File: src/rtl/bubble_sort_pkg.sv
// Shared types and default widths for the in-place bubble sort sequencer, its memory and the sort top.
// Early-exit option is selected by BUBBLE_SORT_EARLY_EXIT_EN in the controller.
package bubble_sort_pkg;

  localparam int DEFAULT_ADDR_WIDTH = 10;
  localparam int DEFAULT_DATA_WIDTH = 16;
  localparam int DEFAULT_DEPTH      = 1024;
  localparam int DEFAULT_CNT_WIDTH  = 32;

  typedef enum logic [2:0] {
    IDLE,
    RD_A,
    RD_B,
    CMP,
    WR_LO,
    WR_HI,
    DONE
  } sort_state_e;

endpackage

File: src/rtl/bubble_sort_ctrl.sv
// In-place ascending unsigned bubble sort over a single-port memory; BUBBLE_SORT_EARLY_EXIT_EN stops after a swap-free pass.
// Busy for 3 cycles per compare plus 2 per swap, done pulses next cycle; start is ignored while busy.
module bubble_sort_ctrl
  import bubble_sort_pkg::*;
#(
  parameter int ADDR_WIDTH = DEFAULT_ADDR_WIDTH,
  parameter int DATA_WIDTH = DEFAULT_DATA_WIDTH,
  parameter int DEPTH      = DEFAULT_DEPTH,
  parameter int CNT_WIDTH  = DEFAULT_CNT_WIDTH
) (
  input  logic                  clk,
  input  logic                  rst,
  input  logic                  start,
  input  logic [ADDR_WIDTH:0]   len,
  output logic                  busy,
  output logic                  done,
  output logic [CNT_WIDTH-1:0]  swap_count,
  output logic                  mem_read,
  output logic                  mem_write,
  output logic [ADDR_WIDTH-1:0] mem_addr,
  output logic [DATA_WIDTH-1:0] mem_wdata,
  input  logic [DATA_WIDTH-1:0] mem_rdata
);

  localparam int LW = ADDR_WIDTH + 1;
  localparam logic [LW-1:0] DEPTH_L = LW'(DEPTH);

  sort_state_e           state_q, state_d;
  logic [ADDR_WIDTH-1:0] i_q, i_d;
  logic [ADDR_WIDTH-1:0] last_q, last_d;
  logic [DATA_WIDTH-1:0] a_q, a_d;
  logic [DATA_WIDTH-1:0] b_q, b_d;
  logic [CNT_WIDTH-1:0]  swap_count_q, swap_count_d;
  logic                  busy_q, busy_d;
  logic                  done_q, done_d;
  logic                  mem_read_q, mem_read_d;
  logic                  mem_write_q, mem_write_d;
  logic [ADDR_WIDTH-1:0] mem_addr_q, mem_addr_d;
  logic [DATA_WIDTH-1:0] mem_wdata_q, mem_wdata_d;
`ifdef BUBBLE_SORT_EARLY_EXIT_EN
  logic                  swapped_q, swapped_d;
`endif

  logic [LW-1:0] n_eff;
  logic          pass_more;
  logic          pass_clean;
  logic          advance;

  always_comb begin
    n_eff     = (len > DEPTH_L) ? DEPTH_L : len;
    pass_more = (LW'(i_q) + LW'(1)) < LW'(last_q);
  end

  // A pass that moved nothing means the remaining prefix is already ordered.
  always_comb begin
`ifdef BUBBLE_SORT_EARLY_EXIT_EN
    pass_clean = !(swapped_q || (state_q == WR_HI));
`else
    pass_clean = 1'b0;
`endif
  end

  always_comb begin
    state_d      = state_q;
    i_d          = i_q;
    last_d       = last_q;
    a_d          = a_q;
    b_d          = b_q;
    swap_count_d = swap_count_q;
    advance      = 1'b0;
`ifdef BUBBLE_SORT_EARLY_EXIT_EN
    swapped_d    = swapped_q;
`endif

    case (state_q)
      IDLE: begin
        if (start) begin
          swap_count_d = '0;
          i_d          = '0;
          last_d       = ADDR_WIDTH'(n_eff - LW'(1));
`ifdef BUBBLE_SORT_EARLY_EXIT_EN
          swapped_d    = 1'b0;
`endif
          state_d      = (n_eff <= LW'(1)) ? DONE : RD_A;
        end
      end
      RD_A: begin
        a_d     = mem_rdata;
        state_d = RD_B;
      end
      RD_B: begin
        b_d     = mem_rdata;
        state_d = CMP;
      end
      CMP: begin
        // Strict compare keeps equal keys in place, so the sort is stable.
        if (a_q > b_q) begin
          state_d = WR_LO;
        end else begin
          advance = 1'b1;
        end
      end
      WR_LO: begin
        state_d = WR_HI;
      end
      WR_HI: begin
        if (swap_count_q != {CNT_WIDTH{1'b1}}) begin
          swap_count_d = swap_count_q + CNT_WIDTH'(1);
        end
`ifdef BUBBLE_SORT_EARLY_EXIT_EN
        swapped_d = 1'b1;
`endif
        advance = 1'b1;
      end
      DONE: begin
        state_d = IDLE;
      end
      default: begin
        state_d = IDLE;
      end
    endcase

    if (advance) begin
      if (pass_more) begin
        i_d     = i_q + ADDR_WIDTH'(1);
        state_d = RD_A;
      end else begin
        i_d    = '0;
        last_d = last_q - ADDR_WIDTH'(1);
`ifdef BUBBLE_SORT_EARLY_EXIT_EN
        swapped_d = 1'b0;
`endif
        state_d = ((last_q == ADDR_WIDTH'(1)) || pass_clean) ? DONE : RD_A;
      end
    end
  end

  // Port outputs are decoded from the next state so they line up with it once registered.
  always_comb begin
    busy_d      = !((state_d == IDLE) || (state_d == DONE));
    done_d      = (state_d == DONE);
    mem_read_d  = (state_d == RD_A) || (state_d == RD_B);
    mem_write_d = (state_d == WR_LO) || (state_d == WR_HI);
    mem_addr_d  = '0;
    mem_wdata_d = '0;
    case (state_d)
      RD_A:    mem_addr_d = i_d;
      RD_B:    mem_addr_d = i_d + ADDR_WIDTH'(1);
      WR_LO: begin
        mem_addr_d  = i_d;
        mem_wdata_d = b_d;
      end
      WR_HI: begin
        mem_addr_d  = i_d + ADDR_WIDTH'(1);
        mem_wdata_d = a_d;
      end
      default: begin
        mem_addr_d  = '0;
        mem_wdata_d = '0;
      end
    endcase
  end

  always_ff @(posedge clk) begin
    if (rst) begin
      state_q      <= IDLE;
      i_q          <= '0;
      last_q       <= '0;
      a_q          <= '0;
      b_q          <= '0;
      swap_count_q <= '0;
      busy_q       <= 1'b0;
      done_q       <= 1'b0;
      mem_read_q   <= 1'b0;
      mem_write_q  <= 1'b0;
      mem_addr_q   <= '0;
      mem_wdata_q  <= '0;
`ifdef BUBBLE_SORT_EARLY_EXIT_EN
      swapped_q    <= 1'b0;
`endif
    end else begin
      state_q      <= state_d;
      i_q          <= i_d;
      last_q       <= last_d;
      a_q          <= a_d;
      b_q          <= b_d;
      swap_count_q <= swap_count_d;
      busy_q       <= busy_d;
      done_q       <= done_d;
      mem_read_q   <= mem_read_d;
      mem_write_q  <= mem_write_d;
      mem_addr_q   <= mem_addr_d;
      mem_wdata_q  <= mem_wdata_d;
`ifdef BUBBLE_SORT_EARLY_EXIT_EN
      swapped_q    <= swapped_d;
`endif
    end
  end

  assign busy       = busy_q;
  assign done       = done_q;
  assign swap_count = swap_count_q;
  assign mem_read   = mem_read_q;
  assign mem_write  = mem_write_q;
  assign mem_addr   = mem_addr_q;
  assign mem_wdata  = mem_wdata_q;

endmodule

File: config.mk
export PLATFORM = sky130hd
export DESIGN_NAME = bubble_sort_ctrl
export DESIGN_NICKNAME = d
export VERILOG_FILES = /design/src/rtl/bubble_sort_pkg.sv /design/src/rtl/bubble_sort_ctrl.sv
export SDC_FILE = /design/constraint.sdc
export NUM_CORES = 1
export LEC_CHECK = 0
export ABC_AREA = 1
export BUFFER_PORTS_ARGS = -buffer_cell sky130_fd_sc_hd__buf_2
export CAP_MARGIN = 5
export CELL_PAD_IN_SITES_DETAIL_PLACEMENT = 1
export CELL_PAD_IN_SITES_GLOBAL_PLACEMENT = 2
export CORE_AREA = 2 2 141 143
export CTS_CLUSTER_SIZE = 28
export DETAILED_ROUTE_END_ITERATION = 10
export DIE_AREA = 0 0 143 145
export PLACE_DENSITY_LB_ADDON = 0.05
export SLEW_MARGIN = 10
export SYNTH_ARGS = -nofsm -noshare
export SYNTH_HDL_FRONTEND = slang
export SYNTH_SLANG_ARGS = --single-unit
File: constraint.sdc
create_clock -name clk -period 4.65 [get_ports clk]
set_input_delay 0.2325 -clock clk [delete_from_list [all_inputs] [get_ports clk]]
set_output_delay 0.2325 -clock clk [all_outputs]
set_load 0.005 [all_outputs]
==> flow_metrics.env <==
export IMPL_rsz0062_at_grt="no"
export IMPL_ys_seq_area_frac=0.356
export IMPL_synthCells=900
export IMPL_hp_class="input pin to flip-flop"
export IMPL_grt_remaining_overflow=0
export IMPL_leakage_nw=3.53
export IMPL_io_pins=92
export IMPL_setup_tns_ps=0
export IMPL_areaGrowthSynthToFinish_pct=19.5
export IMPL_post_cts_buffers=0
export IMPL_power_total_mw=4.32
export IMPL_ys_types=51
export IMPL_first_iter_violations=168
export IMPL_worst_slew_pin_slew_ps=1190
export IMPL_diodes=0
export IMPL_ctsResizeCount=0
export IMPL_max_stage_delay_ps=370
export IMPL_postRouteAntennaNets=0
export IMPL_syn_avg_cell_area_um2=7.30
export IMPL_antenna_found_initial=0
export IMPL_cts_tree="built"
export IMPL_totalWireLength_um=19500
export IMPL_setup_violations=0
export IMPL_irDropWorstVdd_mv=0.303
export IMPL_crit_chain="ha_1 -> nand2_2 -> nor2_4 -> nand3_1 -> xor2_1 -> inv_1 -> ha_1 -> a21oi_1 -> o211ai_1 -> a21oi_4 -> nand3_1 -> nand2_1 -> nand2_1 -> inv_2 -> ha_1 -> nand3_2 -> nor2_1 -> nand3_1 -> nand2_1 -> nand4_1 -> nand2_1"
export IMPL_grt_start_max_net_pins=41
export IMPL_period_needed_ps=3400
export IMPL_synth_edff_count=0
export IMPL_vias=6140
export IMPL_maxCapViolations=0
export IMPL_yosys_warnings=0
export IMPL_grt_pass1_vias=6266
export IMPL_crit_slowest_cell="dfxtp_1"
export IMPL_max_slew_margin=0.207
export IMPL_synthArstFlopShare=0
export IMPL_grt_pass1_wl_um=32100
export IMPL_start_util=0.342
export IMPL_period_share=0.732
export IMPL_final_nets=1051
export IMPL_hold_ws_ps=101
export IMPL_yosys_area_top_type="dfxtp_1"
export IMPL_num_rows=51
export IMPL_path_delay_family="simple AND/OR/NAND/NOR gates"
export IMPL_htreeDepth=4
export IMPL_cts_made_buffers=17
export IMPL_die_w_um=143
export IMPL_gp_congestion=0.813
export IMPL_clk_path_buf_depth=2
export IMPL_syn_cell_area_um2=6570
export IMPL_max_clock_freq_mhz=294
export IMPL_status="finished, final reports clean"
export IMPL_cp_start_kind="flip-flop"
export IMPL_die_y_um=145
export IMPL_cts_hold_buf=0
export IMPL_arrival_ps=3770
export IMPL_io_buffers=91
export IMPL_cts_clk_slew_worst_paths_ps=60
export IMPL_synth_top_cells_by_area="dfxtp_1 (36%), nand2_1 (9.2%), nor2_1 (6.9%), ha_1 (6.1%), inv_1 (6.1%)"
export IMPL_skew_ps=12.8
export IMPL_worstPathRequired_ps=5010
export IMPL_track_usage=0.193
export IMPL_dp_hpwl_um=14300
export IMPL_power_density_nw_per_um2=550
export IMPL_yosysTopAreaCellShare=0.356
export IMPL_vias_per_cell=4.85
export IMPL_layout_drive_gt1_share=0.193
export IMPL_drtPass1Iterations=4
export IMPL_synth_seq_cells=117
export IMPL_dieArea_um2=20700
export IMPL_path_max_fanout=10
export IMPL_root_buffer="clkbuf_16"
export IMPL_hold_viol=0
export IMPL_synth_most_common_cell="nand2_1"
export IMPL_wl_per_cell_um=15.4
export IMPL_critical_path_class="flip-flop to flip-flop"
export IMPL_worstSetupEndpointType="flip-flop"
export IMPL_core_area_um2=19200
export IMPL_ys_flop_type="dfxtp_1"
export IMPL_drc=0
export IMPL_worstPathBufferInverterCount=2
export IMPL_crit_top_cell="nand2_1"
export IMPL_drv_slew=0
export IMPL_clk_latency_ps=420
export IMPL_cts_sinks=117
export IMPL_synth_fp_nets=962
export IMPL_synthTopCellsByCount="nand2_1 (161), nor2_1 (120), dfxtp_1 (117)"
export IMPL_reg2reg_slack_ps=1250
-- registers in the layout, summed over array words and instances (netlist names), 3 cells and up --
name        count
mem_wdata      16
mem_addr       10
swap_count     32
b_q            16
state_q         3
last_q         10
a_q            16
i_q            10
-- final cells by class --
type,instances,area [um2]
fill,2459,11400
multi-input combinational,643,3640
sequential,117,2340
timing repair buffer,95,485
clock buffer,21,460
inverter,115,440
tap,265,332
clock inverter,11,149
-- power breakdown --
part           internal (mW)  switching, mW
combinational          0.533           1.11
sequential              1.20          0.101
clock                  0.873          0.499
-- cells in the final DEF (no fill, tap or decap), drive strengths merged --
cell type	n
o211ai	3
nand3b	2
a31oi	5
nor4	6
nand4	24
bufinv	3
nand2	187
clkinvlp	3
o21bai	2
ha	32
dfxtp	117
a21o	1
o21a	2
nor2	136
xnor2	3
nand3	46
a211oi	12
a311oi	1
o31ai	3
and3	3
nor3	18
clkinv	4
inv	116
nor3b	2
xor2	19
or2	1
o211a	1
a22o	16
clkbuf	21
a221oi	1
a21oi	56
buf	95
o21ai	61
-- path summary, 6_finish.rpt --
check	to	from	cells after the start
hold reg to reg	swap_count[6]	swap_count[6]	2
hold / removal	a_q[12]	mem_rdata[12]	3
setup / recovery	mem_addr[8]	i_q[0]	21
setup reg to reg	mem_addr[8]	i_q[0]	21
-- cell families after synthesis --
| logic type | after synthesis | synth area share |
|---|---|---|
| AOI/OAI and AO/OA | 164 | 0.150 |
| buffers and inverters | 140 | 0.0893 |
| adders and majority gates | 32 | 0.0609 |
| and+or+nand+nor | 425 | 0.314 |
| DFF | 117 | 0.356 |
| xor gates and xnor gates | 22 | 0.0293 |
-- metrics by stage --
stage	cell area, um2	setup WS (ps)	utilization	std cells
2_1_floorplan	6570	1720	-	900
3_5_place_dp	7240	1270	0.377	1235
6_report	7850	1250	0.409	1267
4_1_cts	7850	1240	0.409	1267
3_3_place_gp	7240	1400	0.377	1235
5_1_grt	7850	789	0.409	1267
-- metal layers --
metal,part of all wire,track usage
met1,0.51,0.266
met2,0.45,0.307
met3,0.033,0.0343
met4,0.013,0.0594
met5,0,0
-- worst min-delay path: stages --
cell and delay [ps]:
buf_2 90, nor2_1 40, nor2_1 120
Power figures use the tool's default switching activity.
